==> config.mk <==
export PLATFORM = sky130hd
export DESIGN_NAME = nand_unit_arbiter_flat
export DESIGN_NICKNAME = d
export VERILOG_FILES = /design/src/rtl/nand_unit_arbiter_if.sv /design/src/rtl/nand_unit_arbiter.sv /design/src/flat_wrapper.sv
export SDC_FILE = /design/constraint.sdc
export NUM_CORES = 1
export LEC_CHECK = 0
export ABC_AREA = 1
export CAP_MARGIN = 10
export CORE_ASPECT_RATIO = 1.4
export CORE_MARGIN = 2
export CORE_UTILIZATION = 45
export DETAILED_ROUTE_END_ITERATION = 10
export PLACE_DENSITY = 0.8
export SETUP_SLACK_MARGIN = 0.4
export SYNTH_ARGS = -nofsm -noshare
export SYNTH_HDL_FRONTEND = slang
export SYNTH_SLANG_ARGS = --single-unit
==> constraint.sdc <==
create_clock -name clk -period 3 [get_ports clk]
set_input_delay 0.3 -clock clk [delete_from_list [all_inputs] [get_ports clk]]
set_output_delay 0.3 -clock clk [all_outputs]
set_load 0.005 [all_outputs]
==> src/rtl/nand_unit_arbiter_if.sv <==
// Request/response bundle between the NAND arbiter and its clients.
// master: requester/consumer side; slave: the arbiter itself.
interface nand_unit_arbiter_if #(
    parameter int NUM_REQ = 4,
    parameter int WIDTH   = 8,
    parameter int ID_W    = 2
);
    logic [NUM_REQ-1:0]       req_valid;
    logic [NUM_REQ-1:0]       req_ready;
    logic [NUM_REQ*WIDTH-1:0] req_a;
    logic [NUM_REQ*WIDTH-1:0] req_b;
    logic                     rsp_valid;
    logic [WIDTH-1:0]         rsp_data;
    logic [ID_W-1:0]          rsp_id;
    logic                     rsp_ready;

    modport master (
        output req_valid, req_a, req_b, rsp_ready,
        input  req_ready, rsp_valid, rsp_data, rsp_id
    );

    modport slave (
        input  req_valid, req_a, req_b, rsp_ready,
        output req_ready, rsp_valid, rsp_data, rsp_id
    );
endinterface

==> src/rtl/nand_unit_arbiter.sv <==
// Round-robin arbiter sharing one bitwise NAND unit between NUM_REQ clients.
// Flow: IDLE (grant + latch operands) -> EXEC (compute) -> RESP (hold until taken).
// Optional macro NAND_ARB_STATS_EN adds a saturating 16-bit op_count output.
module nand_unit_arbiter #(
    parameter int NUM_REQ = 4,
    parameter int WIDTH   = 8,
    parameter int ID_W    = 2
) (
    input  logic               clk,
    input  logic               rst,
`ifdef NAND_ARB_STATS_EN
    output logic [15:0]        op_count,
`endif
    nand_unit_arbiter_if.slave bus
);
    localparam int IDX_W = (NUM_REQ > 1) ? $clog2(NUM_REQ) : 1;

    typedef enum logic [1:0] {
        ST_IDLE = 2'd0,
        ST_EXEC = 2'd1,
        ST_RESP = 2'd2
    } state_t;

    state_t             r_state;
    state_t             w_next_state;
    logic [ID_W-1:0]    r_rr_ptr;
    logic [ID_W-1:0]    r_gnt_id;
    logic [WIDTH-1:0]   r_a;
    logic [WIDTH-1:0]   r_b;
    logic               r_rsp_valid;
    logic [WIDTH-1:0]   r_rsp_data;
    logic [ID_W-1:0]    r_rsp_id;

    logic [NUM_REQ-1:0] w_gnt;
    logic [NUM_REQ-1:0] w_ready;
    logic [ID_W-1:0]    w_gnt_id;
    logic [ID_W-1:0]    w_rr_next;
    logic [WIDTH-1:0]   w_sel_a;
    logic [WIDTH-1:0]   w_sel_b;
    logic               w_found;
    logic               w_accept;

    // Round-robin search: first pending requester at or after rr_ptr, with wrap.
    always_comb begin
        int                idx;
        logic [IDX_W-1:0]  w_idx;
        // NOTE: every output of a combinational block gets a default first so no path leaves it holding a value (latch).
        w_gnt    = '0;
        w_gnt_id = '0;
        w_found  = 1'b0;
        idx      = 0;
        w_idx    = '0;
        for (int k = 0; k < NUM_REQ; k++) begin
            idx   = (int'(r_rr_ptr) + k) % NUM_REQ;
            w_idx = IDX_W'(idx);
            if (!w_found && bus.req_valid[w_idx]) begin
                w_found      = 1'b1;
                w_gnt[w_idx] = 1'b1;
                w_gnt_id     = ID_W'(idx);
            end
        end
    end

    // Operand mux driven by the one-hot grant.
    always_comb begin
        w_sel_a = '0;
        w_sel_b = '0;
        for (int k = 0; k < NUM_REQ; k++) begin
            if (w_gnt[k]) begin
                w_sel_a = bus.req_a[k*WIDTH +: WIDTH];
                w_sel_b = bus.req_b[k*WIDTH +: WIDTH];
            end
        end
    end

    // Grants are only offered in IDLE and never while reset is asserted.
    assign w_ready       = (r_state == ST_IDLE && !rst) ? w_gnt : '0;
    assign w_accept      = |(bus.req_valid & w_ready);
    assign w_rr_next     = (w_gnt_id == ID_W'(NUM_REQ - 1)) ? '0 : w_gnt_id + 1'b1;
    assign bus.req_ready = w_ready;
    assign bus.rsp_valid = r_rsp_valid;
    assign bus.rsp_data  = r_rsp_data;
    assign bus.rsp_id    = r_rsp_id;

    // Next-state logic.
    always_comb begin
        w_next_state = r_state;
        case (r_state)
            ST_IDLE: if (w_accept) w_next_state = ST_EXEC;
            ST_EXEC: w_next_state = ST_RESP;
            ST_RESP: if (bus.rsp_ready) w_next_state = ST_IDLE;
            default: w_next_state = ST_IDLE;
        endcase
    end

    // State register.
    always_ff @(posedge clk) begin
        // NOTE: clocked state uses <= so every register samples pre-edge values regardless of statement order.
        if (rst) r_state <= ST_IDLE;
        else     r_state <= w_next_state;
    end

    // Operand latch, round-robin pointer and registered response channel.
    always_ff @(posedge clk) begin
        if (rst) begin
            r_rr_ptr    <= '0;
            r_gnt_id    <= '0;
            r_a         <= '0;
            r_b         <= '0;
            r_rsp_valid <= 1'b0;
            r_rsp_data  <= '0;
            r_rsp_id    <= '0;
        end else begin
            if (r_state == ST_IDLE && w_accept) begin
                r_a      <= w_sel_a;
                r_b      <= w_sel_b;
                r_gnt_id <= w_gnt_id;
                r_rr_ptr <= w_rr_next;
            end
            if (r_state == ST_EXEC) begin
                r_rsp_data  <= ~(r_a & r_b);
                r_rsp_id    <= r_gnt_id;
                r_rsp_valid <= 1'b1;
            end
            if (r_state == ST_RESP && bus.rsp_ready) begin
                r_rsp_valid <= 1'b0;
            end
        end
    end

`ifdef NAND_ARB_STATS_EN
    logic [15:0] r_op_count;

    // Saturating count of consumed responses.
    always_ff @(posedge clk) begin
        if (rst) begin
            r_op_count <= '0;
        end else if (r_rsp_valid && bus.rsp_ready && r_op_count != 16'hFFFF) begin
            r_op_count <= r_op_count + 16'd1;
        end
    end

    assign op_count = r_op_count;
`endif
endmodule
==> src/flat_wrapper.sv <==
// flat-port wrapper written by rule: the top's interface ports become plain ports
module nand_unit_arbiter_flat 
#(
    parameter int NUM_REQ = 4,
    parameter int WIDTH   = 8,
    parameter int ID_W    = 2
)
  (clk, rst, bus_req_valid, bus_req_a, bus_req_b, bus_rsp_ready, bus_req_ready, bus_rsp_valid, bus_rsp_data, bus_rsp_id);
  nand_unit_arbiter_if #(.NUM_REQ(NUM_REQ), .WIDTH(WIDTH), .ID_W(ID_W)) bus_i ();
  input  logic clk;
  input  logic rst;
  input wire logic [$bits(bus_i.req_valid)-1:0] bus_req_valid;
  input wire logic [$bits(bus_i.req_a)-1:0] bus_req_a;
  input wire logic [$bits(bus_i.req_b)-1:0] bus_req_b;
  input wire logic [$bits(bus_i.rsp_ready)-1:0] bus_rsp_ready;
  output wire logic [$bits(bus_i.req_ready)-1:0] bus_req_ready;
  output wire logic [$bits(bus_i.rsp_valid)-1:0] bus_rsp_valid;
  output wire logic [$bits(bus_i.rsp_data)-1:0] bus_rsp_data;
  output wire logic [$bits(bus_i.rsp_id)-1:0] bus_rsp_id;
  assign bus_i.req_valid = bus_req_valid;
  assign bus_i.req_a = bus_req_a;
  assign bus_i.req_b = bus_req_b;
  assign bus_i.rsp_ready = bus_rsp_ready;
  assign bus_req_ready = bus_i.req_ready;
  assign bus_rsp_valid = bus_i.rsp_valid;
  assign bus_rsp_data = bus_i.rsp_data;
  assign bus_rsp_id = bus_i.rsp_id;
  nand_unit_arbiter #(.NUM_REQ(NUM_REQ), .WIDTH(WIDTH), .ID_W(ID_W)) u_core (.clk(clk), .rst(rst), .bus(bus_i));
endmodule
==> results of run 1 <==
registers in the layout, summed over array words and instances (netlist names), named ones only:
signal and cells:
u_core.bus.rsp_data 8, u_core.bus.rsp_id 2, u_core.bus.rsp_valid 1, u_core.r_a 8, u_core.r_b 8, u_core.r_gnt_id 2
u_core.r_rr_ptr 1, u_core.r_state 2
area by class of cell:
type                            instances  area [sq um]  area share
Multi-Input combinational cell        285          1446      0.4152
Timing Repair Buffer                   97         952.2      0.2733
Sequential cell                        33         668.1      0.1918
Inverter                               56         217.7     0.06250
Clock buffer                            7         86.33     0.02478
Tap cell                               66         82.58     0.02371
Clock inverter                          1         30.03    0.008621
logic make-up (layout without fill, tap and decap cells):
family,Yosys count,in the layout,share of synthesized area
flip-flops,33,33,0.2766
buffers and inverters,74,161,0.1294
AO/OA/AOI/OAI,67,67,0.1577
adder cells (fa/ha/maj),6,6,0.03143
AND/OR/NAND/NOR,211,211,0.4013
XOR/XNOR,1,1,0.003668
worst max-delay path by stage:
stage	cells after the start	from	slack [ps]	end
finish	11	flip-flop	470	bus_req_ready[0]
global route	12	flip-flop	360	bus_req_ready[0]
CTS	11	flip-flop	410	bus_req_ready[3]
detailed placement	11	u_core.r_rr_ptr[1]	360	bus_req_ready[3]
global placement	12	u_core.r_rr_ptr[1]	420	bus_req_ready[0]
floorplan	17	flip-flop	710	flip-flop
critical path, cell delays in order, from the launching register on:
cell             delay, ps
dfxtp_4                370
inv_6                   60
ha_4                   290
inv_2                   50
nand3_1                 90
nand2_2                 80
nor2_4                 200
a21boi_1               100
nand3_2                 80
nand2_1                 60
inv_1                   60
clkdlybuf4s50_1        500
placed cells by master, fill, tap and decap left out, types with 6 or more instances in the layout:
cell type          n
nor2_1            12
o21ai_0           13
buf_4             11
nand2_2            6
inv_1             49
a31oi_1            9
dfxtp_1           31
a21oi_1           35
nand2_1          134
clkdlybuf4s50_1   82
clkbuf_8           6
nand3_1           40
repair_timing:
action                     CTS  global route
setup endpoints to repair   20             4
buffers inserted             1             2
hold buffers                 0             0
pin swaps                    1             3
resized for setup            8            10
hold endpoints to repair     0             0
report_power, final:
group	switching, mW	internal [mW]
Sequential	0.0911	0.619
Combinational	1.51	0.925
Clock	0.156	0.271
Total	1.76	1.81
metal layers:
layer  GRT usage  part of all wire
met1      0.2547              0.38
met3     0.04631             0.054
met2      0.4464              0.54
met4     0.08333             0.026
met5           0                 0
==> flow_metrics.tcl, run 1 <==
set metrics [dict create \
    worst_ir_drop_vdd_mv 0.5396 \
    post_synth_most_frequent_cells "nand2_1 (135), inv_1 (51), nand3_1 (41), a21oi_1 (35), dfxtp_1 (33)" \
    clkTransAtPathRegs_ps 60 \
    drv_cap 0 \
    grt_antenna_before_repair 0 \
    outcome "finished, final reports clean" \
    route.detailed.vias_per_inst 4.974 \
    critical_path_class "reg -> out" \
    finalHoldViolCount 0 \
    drv_slew 0 \
    critical_path_required_ps 2700 \
    rsz0062_at_grt "true" \
    stdcell_count 545 \
    final_critical_path_time_including_i_o_delays_and_setup_ps 2529 \
    dr.first_iter.drc_count 159 \
    cts-root-buf "clkbuf_8" \
    cts_tree "built" \
    antenna_cells 0 \
    fin_skew_ps 6.372 \
    min_path_cells 1 \
    timing.critical_path.to_type "primary output" \
    hold_wc_startpoint "u_core.r_a[4]" \
    final_cell_area_sq_mm 0.003483 \
    synth_to_layout_area_growth_pct 45.84 \
    post_route_cells_drive_above_1_share 0.1086 \
    synth-edff-count 0 \
    ios 86 \
    initial_utilization 0.4630 \
    design.die.area_sq_mm 0.005915 \
    tritoncts_num_sinks 33 \
    vias 2711 \
    route.detailed.drc 0 \
    yosysSeqAreaShare 0.2766 \
    grt_use_total 0.2379 \
    floorplan.die.height_microns 90.20 \
    floorplan.core_area_sq_mm 0.005159 \
    tns_ps 0 \
    num-fill-cells 470 \
    number_of_search_and_repair_iterations_in_the_first_detailed_routing_pass 5 \
    drtAntennaViolNets 0 \
    postPlaceCellArea_sq_mm 0.003291 \
    cp_data_arrival_time_ps 2230 \
    ff2ff_path_depth 15 \
    power_density_mw_per_mm2 1025 \
    power.leakage_nw 1.806 \
    period_share 0.8429 \
    dieWidth_microns 65.58 \
    design.final.nets 555 \
    hold_ws_ps 436.6 \
    netlist_instances 392 \
    timing.max_slew.rel_slack 0.5910 \
    yosys_most_used_dff "dfxtp_1" \
    ctsHtreeMaxLevel 2 \
    critical_path.max_fanout 9 \
    synth.top_cell.area_share 0.2766 \
    syn_area_sq_mm 0.002389 \
    synth.most_common_cell "nand2_1" \
    grt_overflow 0 \
    yosysWarnings 0 \
    count_of_cell_types_in_the_netlist 28 \
    top_post_synthesis_cells_by_area "dfxtp_1 (28%), nand2_1 (21%), nand3_1 (8.6%)" \
    fin_ws_ps 471.4 \
    synthesis.area_per_instance_sq_um 6.093 \
    gp_congestion 0.8572 \
    preCtsSetupSlack_ps 357.8 \
    placement.io_buffers 85 \
    reg_to_reg_slack_setup_ps 650 \
    asyncSetResetFlopFracSynth 0 \
    ys_seq_elements 33 \
    core.rowCount 31 \
    regToRegEndpoint "u_core.r_b[0]" \
    core_occupancy_in_the_finished_layout 0.6752 \
    setup.worst_path.start_class "flip-flop" \
    postRouteWirelength_mm 6.825 \
    holdPathEnd "u_core.bus.rsp_data[4]" \
    wl_per_cell_microns 12.52 \
    netlist.top_cell.by_area "dfxtp_1" \
    grt_pass1_vias 2487 \
    hold_path.class "reg -> reg" \
    grt_start_max_net_pins 33 \
    dp_hpwl_mm 5.191 \
    syn-num-nets 469 \
    clk_latency_ps 290 \
    power.total_mw 3.570 \
    fmaxAchievable_mhz 395.5 \
    clock_tree.buffer_depth 2 \
    worstMarginPinSlew_ps 611.3 \
    post-place-cells 534 \
    cts_buffers 5 \
    grt_pass1_wl_mm 11.10 \
    setup_violations 0 \
]
No activity file was read; power rests on OpenSTA's default activity.
==> inputs of run 2 (changes only) <==
Settings changed: CORE_UTILIZATION 45 to 41, PLACE_DENSITY 0.8 to 0.77.
Clock period 3 ns to 2.17 ns, I/O delays scaled along.
==> run 2 against run 1 <==
  * Clock skew decreased by 1.6 ps
  * Cell area increased by 14%
  * Non-clock buffer count increased by 32
  * Critical path type is now reg -> reg
==> flow_metrics.tcl, run 2 (synthesis results as in run 1) <==
set metrics [dict create \
    busiest_layer "met2" \
    wl_per_cell_microns 13.69 \
    cp_data_arrival_time_ps 2350 \
    p_clk_frac 0.098 \
    gp_congestion 0.8838 \
    cts-root-buf "clkbuf_8" \
    grt_overflow 0 \
    num-fill-cells 468 \
    crit_chain "inv_6 -> ha_4 -> nand3_1 -> nand2_2 -> nor2_4 -> a21oi_2 -> nand3_4 -> buf_6 -> nand3_4 -> nand2_4 -> buf_6 -> nor2_4 -> buf_12 -> nand2_2 -> nand2_1 -> nor2_1" \
    grt_pass1_wl_mm 12.01 \
    postPlaceCellArea_sq_mm 0.003562 \
    hold_ws_ps 448.7 \
    hold_path.class "reg -> reg" \
    rsz0062_at_grt "true" \
    dp_hpwl_mm 5.698 \
    timing.critical_path.to_type "flip-flop" \
    final_critical_path_time_including_i_o_delays_and_setup_ps 2160 \
    post-place-cells 556 \
    fin_skew_ps 4.802 \
    design.final.nets 587 \
    synth_to_layout_area_growth_pct 66.21 \
    number_of_search_and_repair_iterations_in_the_first_detailed_routing_pass 4 \
    critical_path_class "reg -> reg" \
    worst_ir_drop_vdd_mv 1.245 \
    core.rowCount 32 \
    mostFrequentLayoutCell "nand2_1" \
    critical_path_required_ps 2360 \
    ctsHtreeMaxLevel 2 \
    reg_to_reg_slack_setup_ps 10 \
    preCtsSetupSlack_ps -175.9 \
    dieWidth_microns 68.51 \
    slowest_stage "dfxtp_4" \
    floorplan.die.height_microns 94.31 \
    drv_slew 0 \
    mostFrequentLayoutCells "nand2_1 (124), clkdlybuf4s50_1 (80), inv_1 (48)" \
    use_met3 0.01799 \
    drv_cap 0 \
    worstMarginPinSlew_ps 321.1 \
    initial_utilization 0.4292 \
    global_route_met1_utilization 0.2652 \
    p_seq_frac 0.167 \
    intPower_mw 3.208 \
    setup_violations 0 \
    tritoncts_num_sinks 33 \
    power.leakage_nw 1.986 \
    route.detailed.drc 0 \
    dr.first_iter.drc_count 185 \
    proportion_of_total_power_due_to_net_switching 0.4641 \
    grt_use_total 0.2474 \
    post_route_cells_drive_above_1_share 0.2250 \
    placement.io_buffers 85 \
    ios 86 \
    grt_pass1_vias 2689 \
    vias 2911 \
    design.die.area_sq_mm 0.006461 \
    period_share 0.9955 \
    finalHoldViolCount 0 \
    fin_ws_ps 9.682 \
    fmaxAchievable_mhz 462.9 \
    max_stage_delay_ps 390 \
    postCtsHoldBufs 0 \
    layout.area.seq_sq_um 668.1 \
    clock_tree.buffer_depth 2 \
    core_occupancy_in_the_finished_layout 0.7134 \
    power_density_mw_per_mm2 1508 \
    drtAntennaViolNets 0 \
    cts_buffers 5 \
    clk_latency_ps 290 \
    postRouteWirelength_mm 7.925 \
    route.detailed.vias_per_inst 5.028 \
    cts_tree "built" \
    timing.max_slew.rel_slack 0.7836 \
    met2_usage 0.4639 \
    clkTransAtPathRegs_ps 70 \
    area_of_the_multi_input_gates_sq_mm 0.001605 \
    stdcell_count 579 \
    comb_power_share 0.735 \
    power.total_mw 5.986 \
    grt_start_max_net_pins 31 \
    grt_antenna_before_repair 0 \
    total_switching_power_mw 2.778 \
    outcome "finished, final reports clean" \
    critical_path.max_fanout 12 \
    final_cell_area_sq_mm 0.003970 \
    floorplan.core_area_sq_mm 0.005565 \
    setup.worst_path.start_class "flip-flop" \
    antenna_cells 0 \
    tns_ps 0 \
]
==> run 2: critical path: cells and delay by family (launching register included) <==
kind / cells / cell delay (ps)
buffers and inverters: 4 / 450
adders and majority gates: 1 / 290
AOI/OAI and AO/OA: 1 / 170
DFF: 1 / 390
and+or+nand+nor: 10 / 750
==> run 2: cell type report <==
cell class              instances  share of cell area
clock buffers                   7             0.02175
multi-input cells             285              0.4043
clock inverters                 1            0.007564
flip-flops and latches         33              0.1683
inverters                      56             0.05484
well taps                      68             0.02143
repair buffers                129              0.3218
==> run 2: power groups by stage <==
stage / clock network [mW] / logic [mW] / registers [mW]
detailed placement: 0 / 3.71 / 0.993
global placement: 0 / 3.66 / 0.987
floorplan: 0 / 2.53 / 0.987
global route: 0.627 / 4.80 / 1.02
CTS: 0.592 / 4.16 / 0.990
finish: 0.588 / 4.40 / 1.00
==> run 2: path summary, 6_finish.rpt <==
kind	depth (start not counted)	start	end
worst min register to register	1	u_core.r_a[0]	u_core.bus.rsp_data[0]
worst max-delay path	16	flip-flop	u_core.r_gnt_id[0]
worst max register to register	16	flip-flop	u_core.r_gnt_id[0]
worst min-delay path	1	u_core.r_a[0]	u_core.bus.rsp_data[0]
==> run 2: repair_timing <==
action                                  in CTS  in global routing
gates resized for setup                     38                 17
pin swaps                                   16                 12
endpoints found under the setup margin      25                 25
buffers inserted                            12                  2
gates cloned                                 1                  0
==> run 2: per-layer routing <==
| metal | vias to the layer above | wire [microns] |
|---|---|---|
| li1 | 1481 | - |
| met2 | 95 | 4436 |
| met1 | 1320 | 2986 |
| met3 | 15 | 295 |
| met5 | - | 0 |
| met4 | 0 | 208 |
